<file path="config.mk">
export PLATFORM = sky130hd
export DESIGN_NAME = pong_renderer
export DESIGN_NICKNAME = d
export VERILOG_FILES = /design/src/rtl/pong_pkg.sv /design/src/rtl/digit_font.sv /design/src/rtl/pong_renderer.sv
export SDC_FILE = /design/constraint.sdc
export NUM_CORES = 1
export LEC_CHECK = 0
export BUFFER_PORTS_ARGS = -buffer_cell sky130_fd_sc_hd__buf_2
export CAP_MARGIN = 15
export CELL_PAD_IN_SITES_DETAIL_PLACEMENT = 2
export CELL_PAD_IN_SITES_GLOBAL_PLACEMENT = 2
export CORE_MARGIN = 4
export CORE_UTILIZATION = 35
export CTS_CLUSTER_DIAMETER = 60
export DETAILED_ROUTE_END_ITERATION = 8
export GPL_TIMING_DRIVEN = 0
export HOLD_SLACK_MARGIN = 0.06
export PLACE_DENSITY = 0.86
export SLEW_MARGIN = 40
export SYNTH_ARGS = -nofsm -noshare
export SYNTH_HDL_FRONTEND = slang
export SYNTH_HIERARCHICAL = 1
export SYNTH_SLANG_ARGS = --single-unit
</file>
<file path="constraint.sdc">
create_clock -name CLK_IN -period 4.9 [get_ports CLK_IN]
set_input_delay 0.98 -clock CLK_IN [delete_from_list [all_inputs] [get_ports CLK_IN]]
set_output_delay 0.98 -clock CLK_IN [all_outputs]
set_load 0.02 [all_outputs]
</file>
<file path="src/rtl/pong_pkg.sv">
// Shared constants and types for the pong renderer.
// Score-label placement, colon/net geometry, blink FSM encoding and hit bundle.
package pong_pkg;

    localparam logic [7:0] P_DIGIT_X  = 8'd74;
    localparam logic [7:0] C_DIGIT_X  = 8'd82;
    localparam logic [7:0] DIGIT_Y    = 8'd10;
    localparam logic [7:0] DIGIT_W    = 8'd3;
    localparam logic [7:0] DIGIT_H    = 8'd5;

    localparam logic [7:0] COLON_X    = 8'd79;
    localparam logic [7:0] COLON_Y0   = 8'd11;
    localparam logic [7:0] COLON_Y1   = 8'd13;

    localparam logic [7:0] NET_X      = 8'd80;
    localparam logic [7:0] NET_GAP_LO = 8'd10;
    localparam logic [7:0] NET_GAP_HI = 8'd14;

    typedef enum logic [1:0] {
        IDLE    = 2'd0,
        BLINK_P = 2'd1,
        BLINK_C = 2'd2
    } blink_state_t;

    typedef struct packed {
        logic ball;
        logic player;
        logic com;
        logic pdig;
        logic cdig;
    } hit_t;

    typedef enum logic [2:0] {
        OBJ_NONE   = 3'd0,
        OBJ_BALL   = 3'd1,
        OBJ_PLAYER = 3'd2,
        OBJ_COM    = 3'd3,
        OBJ_PDIG   = 3'd4,
        OBJ_CDIG   = 3'd5,
        OBJ_COLON  = 3'd6,
        OBJ_NET    = 3'd7
    } obj_t;

    // lo <= v < lo+len, with the end computed in 9 bits so it never wraps
    function automatic logic in_span(
        input logic [7:0] v,
        input logic [7:0] lo,
        input logic [7:0] len
    );
        return (v >= lo) &&
               ({1'b0, v} < ({1'b0, lo} + {1'b0, len}));
    endfunction

endpackage

</file>
<file path="src/rtl/digit_font.sv">
// 3x5 glyph ROM for the score digits 0-9.
// Glyph index is 3*row+col, row 0 on top; digits 10-15 are blank.
module digit_font (
    input  logic [3:0] digit,
    input  logic [3:0] idx,
    output logic       pixel
);

    logic [14:0] mask;

    // Rows packed top-first, leftmost column in the row's MSB
    always_comb begin
        mask = '0;
        case (digit)
            4'd0:    mask = 15'b111_101_101_101_111;
            4'd1:    mask = 15'b010_110_010_010_111;
            4'd2:    mask = 15'b111_001_111_100_111;
            4'd3:    mask = 15'b111_001_111_001_111;
            4'd4:    mask = 15'b101_101_111_001_001;
            4'd5:    mask = 15'b111_100_111_001_111;
            4'd6:    mask = 15'b111_100_111_101_111;
            4'd7:    mask = 15'b111_001_001_001_001;
            4'd8:    mask = 15'b111_101_111_101_111;
            4'd9:    mask = 15'b111_101_111_001_111;
            default: mask = '0;
        endcase
    end

    // Index 0 is the top-left cell, which sits in the mask MSB
    always_comb begin
        pixel = 1'b0;
        if (idx < 4'd15)
            pixel = mask[4'd14 - idx];
    end

endmodule

</file>
<file path="src/rtl/pong_renderer.sv">
// Two-stage pixel renderer for a pong playfield with per-frame shadowed
// positions, score glyphs and a blink effect on the side that just scored.
module pong_renderer
    import pong_pkg::*;
#(
    parameter int BLOCK_SHIFT  = 2,
    parameter int BALL_SIZE    = 4,
    parameter int PADDLE_LEN   = 32,
    parameter int COLOR_W      = 8,
    parameter int BLINK_FRAMES = 60,
    parameter int BLINK_HALF   = 8
) (
    input  logic               CLK_IN,
    input  logic               RST_IN,
    input  logic               frame_start,
    input  logic               de_in,
    input  logic [9:0]         xCoord,
    input  logic [9:0]         yCoord,
    input  logic [7:0]         ballX,
    input  logic [6:0]         ballY,
    input  logic [7:0]         playerXPos,
    input  logic [6:0]         playerYPos,
    input  logic [7:0]         comXPos,
    input  logic [6:0]         comYPos,
    input  logic [3:0]         playerScore,
    input  logic [3:0]         comScore,
    input  logic               player_point,
    input  logic               com_point,
    input  logic               invert,
    output logic [COLOR_W-1:0] RGB_out,
    output logic               de_out
);

    localparam int CNT_W =
        ($clog2(BLINK_FRAMES) > 6) ? $clog2(BLINK_FRAMES) : 6;

    logic [7:0] sh_ball_x;
    logic [6:0] sh_ball_y;
    logic [7:0] sh_player_x;
    logic [6:0] sh_player_y;
    logic [7:0] sh_com_x;
    logic [6:0] sh_com_y;
    logic [3:0] sh_pscore;
    logic [3:0] sh_cscore;

    blink_state_t     state;
    blink_state_t     state_nxt;
    logic [CNT_W-1:0] cnt;
    logic [CNT_W-1:0] cnt_nxt;
    logic             blank_p;
    logic             blank_c;

    logic [7:0] cx;
    logic [7:0] cy;
    logic       p_box;
    logic       c_box;
    logic [3:0] p_idx;
    logic [3:0] c_idx;
    logic       p_px;
    logic       c_px;
    hit_t       hit_c;

    logic       s1_valid;
    logic [7:0] s1_cx;
    logic [7:0] s1_cy;
    hit_t       s1_hit;

    logic               colon_hit;
    logic               net_hit;
    obj_t               obj;
    logic [COLOR_W-1:0] fg;
    logic [COLOR_W-1:0] pix;

    // Positions and scores only change at frame boundaries
    always_ff @(posedge CLK_IN) begin
        if (RST_IN) begin
            sh_ball_x   <= '0;
            sh_ball_y   <= '0;
            sh_player_x <= '0;
            sh_player_y <= '0;
            sh_com_x    <= '0;
            sh_com_y    <= '0;
            sh_pscore   <= '0;
            sh_cscore   <= '0;
        end else if (frame_start) begin
            sh_ball_x   <= ballX;
            sh_ball_y   <= ballY;
            sh_player_x <= playerXPos;
            sh_player_y <= playerYPos;
            sh_com_x    <= comXPos;
            sh_com_y    <= comYPos;
            sh_pscore   <= playerScore;
            sh_cscore   <= comScore;
        end
    end

    // Blink state and frame counter registers
    always_ff @(posedge CLK_IN) begin
        if (RST_IN) begin
            state <= IDLE;
            cnt   <= '0;
        end else begin
            state <= state_nxt;
            cnt   <= cnt_nxt;
        end
    end

    // A new point always restarts the blink; player wins a tie
    always_comb begin
        state_nxt = state;
        cnt_nxt   = cnt;
        if (player_point) begin
            state_nxt = BLINK_P;
            cnt_nxt   = '0;
        end else if (com_point) begin
            state_nxt = BLINK_C;
            cnt_nxt   = '0;
        end else if (frame_start && state != IDLE) begin
            if (cnt == CNT_W'(BLINK_FRAMES - 1)) begin
                state_nxt = IDLE;
                cnt_nxt   = '0;
            end else begin
                cnt_nxt = cnt + CNT_W'(1);
            end
        end
    end

    // The blinking digit is hidden during odd half-periods
    always_comb begin
        blank_p = 1'b0;
        blank_c = 1'b0;
        if (((cnt / CNT_W'(BLINK_HALF)) & CNT_W'(1)) != '0) begin
            blank_p = (state == BLINK_P);
            blank_c = (state == BLINK_C);
        end
    end

    // Cell coordinates and glyph indices for the current pixel
    always_comb begin
        cx    = 8'(xCoord >> BLOCK_SHIFT);
        cy    = 8'(yCoord >> BLOCK_SHIFT);
        p_box = in_span(cx, P_DIGIT_X, DIGIT_W) &&
                in_span(cy, DIGIT_Y, DIGIT_H);
        c_box = in_span(cx, C_DIGIT_X, DIGIT_W) &&
                in_span(cy, DIGIT_Y, DIGIT_H);
        p_idx = 4'(4'(cy - DIGIT_Y) * 4'd3 + 4'(cx - P_DIGIT_X));
        c_idx = 4'(4'(cy - DIGIT_Y) * 4'd3 + 4'(cx - C_DIGIT_X));
    end

    digit_font u_pfont (
        .digit (sh_pscore),
        .idx   (p_idx),
        .pixel (p_px)
    );

    digit_font u_cfont (
        .digit (sh_cscore),
        .idx   (c_idx),
        .pixel (c_px)
    );

    // Per-object hit tests against the shadowed geometry
    always_comb begin
        hit_c.ball   = in_span(cx, sh_ball_x, 8'(BALL_SIZE)) &&
                       in_span(cy, {1'b0, sh_ball_y}, 8'(BALL_SIZE));
        hit_c.player = (cx <= sh_player_x) &&
                       in_span(cy, {1'b0, sh_player_y}, 8'(PADDLE_LEN));
        hit_c.com    = (cx >= sh_com_x) &&
                       in_span(cy, {1'b0, sh_com_y}, 8'(PADDLE_LEN));
        hit_c.pdig   = p_box && p_px && !blank_p;
        hit_c.cdig   = c_box && c_px && !blank_c;
    end

    // Stage 1: register coordinates and object hits
    always_ff @(posedge CLK_IN) begin
        if (RST_IN) begin
            s1_valid <= 1'b0;
            s1_cx    <= '0;
            s1_cy    <= '0;
            s1_hit   <= '0;
        end else begin
            s1_valid <= de_in;
            s1_cx    <= cx;
            s1_cy    <= cy;
            s1_hit   <= hit_c;
        end
    end

    // Fixed decorations, then the highest-priority object wins
    always_comb begin
        colon_hit = (s1_cx == COLON_X) &&
                    (s1_cy == COLON_Y0 || s1_cy == COLON_Y1);
        net_hit   = (s1_cx == NET_X) && !s1_cy[2] &&
                    !(s1_cy >= NET_GAP_LO && s1_cy <= NET_GAP_HI);
        obj = OBJ_NONE;
        if (s1_hit.ball)        obj = OBJ_BALL;
        else if (s1_hit.player) obj = OBJ_PLAYER;
        else if (s1_hit.com)    obj = OBJ_COM;
        else if (s1_hit.pdig)   obj = OBJ_PDIG;
        else if (s1_hit.cdig)   obj = OBJ_CDIG;
        else if (colon_hit)     obj = OBJ_COLON;
        else if (net_hit)       obj = OBJ_NET;
        fg  = invert ? '0 : '1;
        pix = (obj != OBJ_NONE) ? fg : ~fg;
    end

    // Stage 2: colour register; invalid pixels are forced dark
    always_ff @(posedge CLK_IN) begin
        if (RST_IN) begin
            RGB_out <= '0;
            de_out  <= 1'b0;
        end else begin
            RGB_out <= s1_valid ? pix : '0;
            de_out  <= s1_valid;
        end
    end

endmodule

</file>
# After elaboration in Yosys (flattened, before gate mapping)
# Memories as Yosys holds them, arrays and structs flattened. A register that Yosys moved wholly into a read port is not among the register bits.
# Cells that the tools add are included.
dict set report classes {
  bitwise_logic 2
  n_lt_le_gt_ge 22
  eq_ne 7
  n_reduce_logical 37
  n_mux 26
  n_mul 1
  add_sub_neg 12
}
# cell count
set op_table {}
lappend op_table {{8-bit by 7-bit >= comparator with 1-bit output} 3}
lappend op_table {{8-bit < comparator} 3}
lappend op_table {{1-bit logical AND} 21}
lappend op_table {{3-bit 2-to-1 mux} 7}
lappend op_table {{7-bit by 6-bit adder with 8-bit output (second input constant)} 2}
lappend op_table {{8-bit by 4-bit == test with 1-bit output (second input constant)} 2}
lappend op_table {{8-bit by 7-bit == test with 1-bit output (second input constant)} 2}
lappend op_table {{8-bit by 4-bit >= comparator with 1-bit output (second input constant)} 2}
lappend op_table {{8-bit by 7-bit >= comparator with 1-bit output (second input constant)} 2}
lappend op_table {{8-bit >= comparator} 2}
lappend op_table {{8-bit by 7-bit < comparator with 1-bit output (second input constant)} 2}
lappend op_table {{4-bit 2-to-1 mux} 4}
lappend op_table {{8-bit 2-to-1 mux} 2}
lappend op_table {{4-bit by 5-bit < comparator with 1-bit output (second input constant)} 2}
lappend op_table {{8-bit by 3-bit adder with 9-bit output (second input constant)} 1}
lappend op_table {{8-bit by 9-bit < comparator with 1-bit output} 1}
lappend op_table {{3-bit nonzero test} 3}
lappend op_table {{4-bit adder} 2}
lappend op_table {{7-bit by 3-bit adder with 8-bit output (second input constant)} 1}
lappend op_table {{1-bit binary-select mux with 4-bit select} 2}
lappend op_table {{8-bit by 4-bit less-or-equal comparator with 1-bit output (second input constant)} 1}
lappend op_table {{8-bit less-or-equal comparator} 1}
lappend op_table {{4-bit < comparator (second input constant)} 2}
lappend op_table {{8-bit by 4-bit < comparator with 1-bit output (second input constant)} 1}
lappend op_table {{other kinds (19)} 36}
dict set report totals {
  wordCells 130
  memories 2
  out_inout_bits 9
  inputBits 80
  regBits 92
  rom_bits 480
}
# name depth word_bits rd rd_clocked_by_memory_dff write_ports line_no
set mem_list {}
lappend mem_list {{(name not given)} 16 15 1 1 0 digit_font.sv:14} ;# case (digit)
lappend mem_list {{(name not given)} 16 15 1 1 0 digit_font.sv:14}

# Depth between registers and ports, before layout
dict set report depth {
  word_depth 13
  mapped_depth 18
  mapped_depth_nobuf 18
}

# Cells and area by module
# Netlist, hierarchy kept.
# mod cells_per_inst area_per_inst_um2 seq_area_each_um2 instances
set modules_own_cells {}
lappend modules_own_cells {pong_renderer 551 5007.3 1701.6 1}
lappend modules_own_cells {digit_font 51 394.1 0.0 2}

# Least setup slack after synthesis
# OpenSTA, ideal clock, no wires.
dict set report synth_path {
  path_type {input-to-reg}
  start {input port yCoord[3]}
  end {register s1_hit[1] in the netlist's numbering}
  arrival_time_ns 3.829
  required_ns 4.786
  slack_ns 0.957
  setup_time_ns 0.114
  path_stages 16
  n_path_buf 0
  cell_sequence {inv_1 -> ha_1 -> xnor2_1 -> xnor2_1 -> ha_1 -> fa_1 -> xnor2_1 -> xnor2_1 -> xnor2_1 -> inv_1 -> xnor2_2 -> a41o_1 -> a211oi_2 -> o32ai_2 -> nand4b_1 -> nor2_1}
}
dict set report synth_via {
  elab_chain_len 9
  word_cells_on_any_way 14
  classes_between {add/sub (3); mul (1); order compare (3); mux (3); reduce/logical (4)}
}
# element line_no
set synth_lines {}
lappend synth_lines {{start: declaration} pong_renderer.sv:18} ;# input logic [9:0] yCoord,
lappend synth_lines {{4-bit subtractor (*)} pong_renderer.sv:146} ;# p_idx = 4'(4'(cy - DIGIT_Y) * 4'd3 + 4'(cx - P_DIGIT_X));
lappend synth_lines {{4-bit by 2-bit multiplier with 4-bit output (*)} pong_renderer.sv:146}
lappend synth_lines {{4-bit adder (*)} pong_renderer.sv:146}
lappend synth_lines {{via p_idx[3]} pong_renderer.sv:57} ;# logic [3:0] p_idx;
lappend synth_lines {{4-bit subtractor} digit_font.sv:33} ;# pixel = mask[4'd14 - idx];
lappend synth_lines {{1-bit binary-select mux with 4-bit select} digit_font.sv:33}
lappend synth_lines {{1-bit 2-to-1 mux (implied by the code)} digit_font.sv:33}
lappend synth_lines {{1-bit 2-to-1 mux (*)} digit_font.sv:32} ;# if (idx < 4'd15)
lappend synth_lines {{via p_px} pong_renderer.sv:59} ;# logic p_px;
lappend synth_lines {{1-bit logical AND (*) (2 in series)} pong_renderer.sv:170} ;# hit_c.pdig = p_box && p_px && !blank_p;
lappend synth_lines {{end signal: assignment} pong_renderer.sv:185} ;# s1_hit <= hit_c;
lappend synth_lines {{end: declaration} pong_renderer.sv:66} ;# hit_t s1_hit;
# The timed path passes the listed nets; every way through them passes the cells marked *. The select of a mux whose other input is x is not followed.
# A chain may end at the register's enable or synchronous reset.

# Worst setup path after layout
# Ends and elaborated chain as after synthesis.

==> run_results.csv <==
group,metric,value,unit
flow_run,drv_cap,0,
sta,finalSetupViolations,0,
clock_tree,cts_hold_buf,0,
cells_and_area,nNetsFinal,914,
sta,fmax,0.234,GHz
global_routing,grt_pass1_wl,30700,µm
route,drtIter0Drc,173,
placed_design,dpl-instance-area,6480,µm²
cells_and_area,n_antenna_cell,0,
placed_design,dp.cells,952,
route,drtPass1Iterations,5,
clock_tree,cts_resized,0,
clock_tree,clkLatencyLatePin,0.36,ns
logic_synthesis,syn_area_per_cell,8.88,µm²
floorplan,die-area,18700,µm²
clock_tree,cts_tree,"yes",
floorplan,start_util,0.361,
clock_tree,clkTransAtPathRegs,0.06,ns
critical_path,crit_slowest_cell,"fa_1",
cells_and_area,final_common_cell,"buf_2",
critical_path,cp_max_fo,8,
critical_path,arrival,4.57,ns
logic_synthesis,synth-edff-count,0,
clock_tree,numClockSinks,85,
sta,final_max_slew_viol_count,0,
logic_synthesis,synthCells,653,
floorplan,die_y,137,µm
clock_tree,cts_made_buffers,9,
cells_and_area,fillers,1799,
global_routing,grt_use_total,0.213,
floorplan,rows,46,
placed_design,place.gp.congestion,0.803,
cells_and_area,syn_to_final_growth,17.5,%
global_routing,overflow,0,
critical_path,start_kind,"input pin",
sta,whs,0.504,ns
clock_tree,post_cts_buffers,0,
critical_path,crit_top_cell,"xnor2_1",
sta,hold_violations,0,
pwr,cellLeakagePower,3.12,nW
placed_design,place_ws,0.351,ns
route,drc,0,
critical_path,cp-end-kind,"register",
route,totalWireLength,19200,µm
pwr,finalPower,2.14,mW
sta,post-route-period-util,0.873,
placed_design,port_buffers,83,
global_routing,grt_antenna_before_repair,0,
pwr,power_density,315,nW/µm²
critical_path,slowest_delay,0.44,ns
run_status,status,"finished clean",
critical_path,cp_top_family,"XOR/XNOR gates",
critical_path,cp.required,5.19,ns
logic_synthesis,ys_ff_latch,85,
global_routing,grt_max_degree,14,
sta,timing.slew.headroom,0.457,
logic_synthesis,yosysWarnings,6,
logic_synthesis,synthesis.area,5800,µm²
sta,worstMarginPinSlew,0.814,ns
floorplan,die_w,137,µm
logic_synthesis,synthDistinctLibCells,63,
logic_synthesis,ys.flop_type,"dfxtp_1",
clock_tree,h-tree-depth,3,
sta,fin_worst_skew,0.0138,ns
route,wl_per_cell,19.8,µm
cells_and_area,final_cell_area,6810,µm²
clock_tree,cts_buffer_depth,2,
cells_and_area,fin_util,0.424,
floorplan,core_area,16100,µm²
worst_hold_path,hold_class,"register to register",
clock_tree,cts_root_buf,"clkbuf_16",
critical_path,worstSetupPathType,"input pin to register",
floorplan,ios,89,
cells_and_area,stdcell_count,967,
cells_and_area,post_route_cells_drive_above_1_share,0.176,
sta,setup_tns,0,ns
route,vias_per_cell,5.34,
logic_synthesis,synthArstFlopShare,0,
sta,layout_min_cycle_time,4.28,ns
critical_path,r2r_slack,2.31,ns
sta,rsz0062_at_grt,"no",
global_routing,grt_pass1_vias,5865,
pwr,vdd_drop_max,0.000199,V
cells_and_area,layout_common_cells,"88 x buf_2, 86 x ha_1, 85 x dfxtp_1",
placed_design,hpwl,15000,µm
critical_path,cp.buffers_inverters,3,
route,drtAntennaViolNets,0,
logic_synthesis,syn_nets,820,
sta,fin_ws,0.625,ns
route,vias,5160,
logic_synthesis,ys_seq_area_frac,0.294,
critical_path,path_cells,"buf_2, inv_1, ha_1, xnor2_1, xnor2_1, ha_1, fa_1, xnor2_1, xnor2_1, xnor2_1, inv_1, xnor2_2, a41o_1, a211oi_2, o32ai_2, nand4b_1, nor2_1",
==> where the power goes <==
part | internal, mW | switching, mW
logic | 0.274 | 0.344
clock network | 0.473 | 0.292
registers | 0.728 | 0.0327
==> worst register-to-register path: stages (launching register included) <==
cell	delay [ns]
dfxtp_1	0.46
and3_1	0.23
nand3_1	0.10
xnor2_1	0.15
ha_1	0.31
a211oi_1	0.34
nor3b_1	0.25
a211oi_1	0.14
nor4_1	0.46
==> layer usage <==
layer  wire [µm]  global-route usage  share of wire
met2        9990               0.393           0.52
met3         656              0.0357          0.034
met1        7980               0.243           0.42
met4         522              0.0857          0.027
met5           0                   0              0
==> logic make-up after synthesis <==
group                      after synthesis  synth area share
AOI/OAI and AO/OA                      108             0.126
xor gates and xnor gates                24            0.0389
DFF                                     85             0.294
muxes                                   60             0.104
buffers and inverters                   98            0.0756
adders and majority gates               87             0.189
and+or+nand+nor                        191             0.173
==> registers in the layout, summed over array words and instances (netlist names), 2 cells and up <==
| signal | flops |
|---|---|
| cnt | 6 |
| s1_cx | 8 |
| s1_cy | 8 |
| s1_hit | 5 |
| sh_ball_x | 8 |
| sh_ball_y | 7 |
| sh_com_x | 8 |
| sh_com_y | 7 |
| sh_cscore | 4 |
| sh_player_x | 8 |
| sh_player_y | 7 |
| sh_pscore | 4 |
| state | 2 |
==> final timing paths <==
path	to	depth (start not counted)	from
max reg2reg	s1_hit[4]	8	sh_ball_x[4]
min	sh_com_x[5]	2	sh_com_x[5]
min reg2reg	sh_com_x[5]	2	sh_com_x[5]
max	s1_hit[1]	17	yCoord[3]
==> layout make-up <==
cell class | instances | area, µm² | area share
sequential | 85 | 1700 | 0.250
timing repair buffer | 83 | 415 | 0.0610
clock buffer | 12 | 256 | 0.0377
multi-input combinational | 470 | 3660 | 0.537
tap | 216 | 270 | 0.0397
inverter | 71 | 267 | 0.0391
buffer | 27 | 171 | 0.0252
clock inverter | 3 | 68.8 | 0.0101
==> cell usage after synthesis (2+ instances only) <==
library cell,number,area (µm²)
and3b_1,2,17.5
a21boi_1,2,15.0
ha_1,86,1080
a211o_1,3,26.3
nor3_1,9,45.0
buf_2,5,25.0
buf_4,9,67.6
dfxtp_1,85,1700
nand2_1,22,82.6
inv_1,71,267
xnor2_2,2,32.5
nand3_1,15,75.1
or3_1,3,18.8
nand4b_1,3,26.3
buf_6,4,45.0
a21o_1,6,45.0
nand2b_1,9,56.3
nor3b_1,4,30.0
a21oi_2,2,17.5
nand4_1,5,31.3
nand3b_1,6,45.0
a21oi_1,23,115
a211oi_1,10,75.1
and3_1,3,18.8
a2111oi_0,2,17.5
o21ai_0,22,110
a41o_1,2,20.0
nor2b_1,13,81.3
a32o_1,2,20.0
o22ai_1,2,12.5
xnor2_1,18,158
nor4_1,2,12.5
xor2_1,4,35.0
a22oi_1,2,15.0
o211ai_1,5,37.5
a211oi_2,2,25.0
clkbuf_1,8,30.0
and4bb_1,2,25.0
o2111ai_1,3,26.3
o21a_1,4,30.0
nor2_1,81,304
mux2i_1,60,601
nor3b_2,2,25.0
o32ai_2,2,32.5
o21ai_1,8,40.0
No activity file was read; power rests on OpenSTA's default activity.
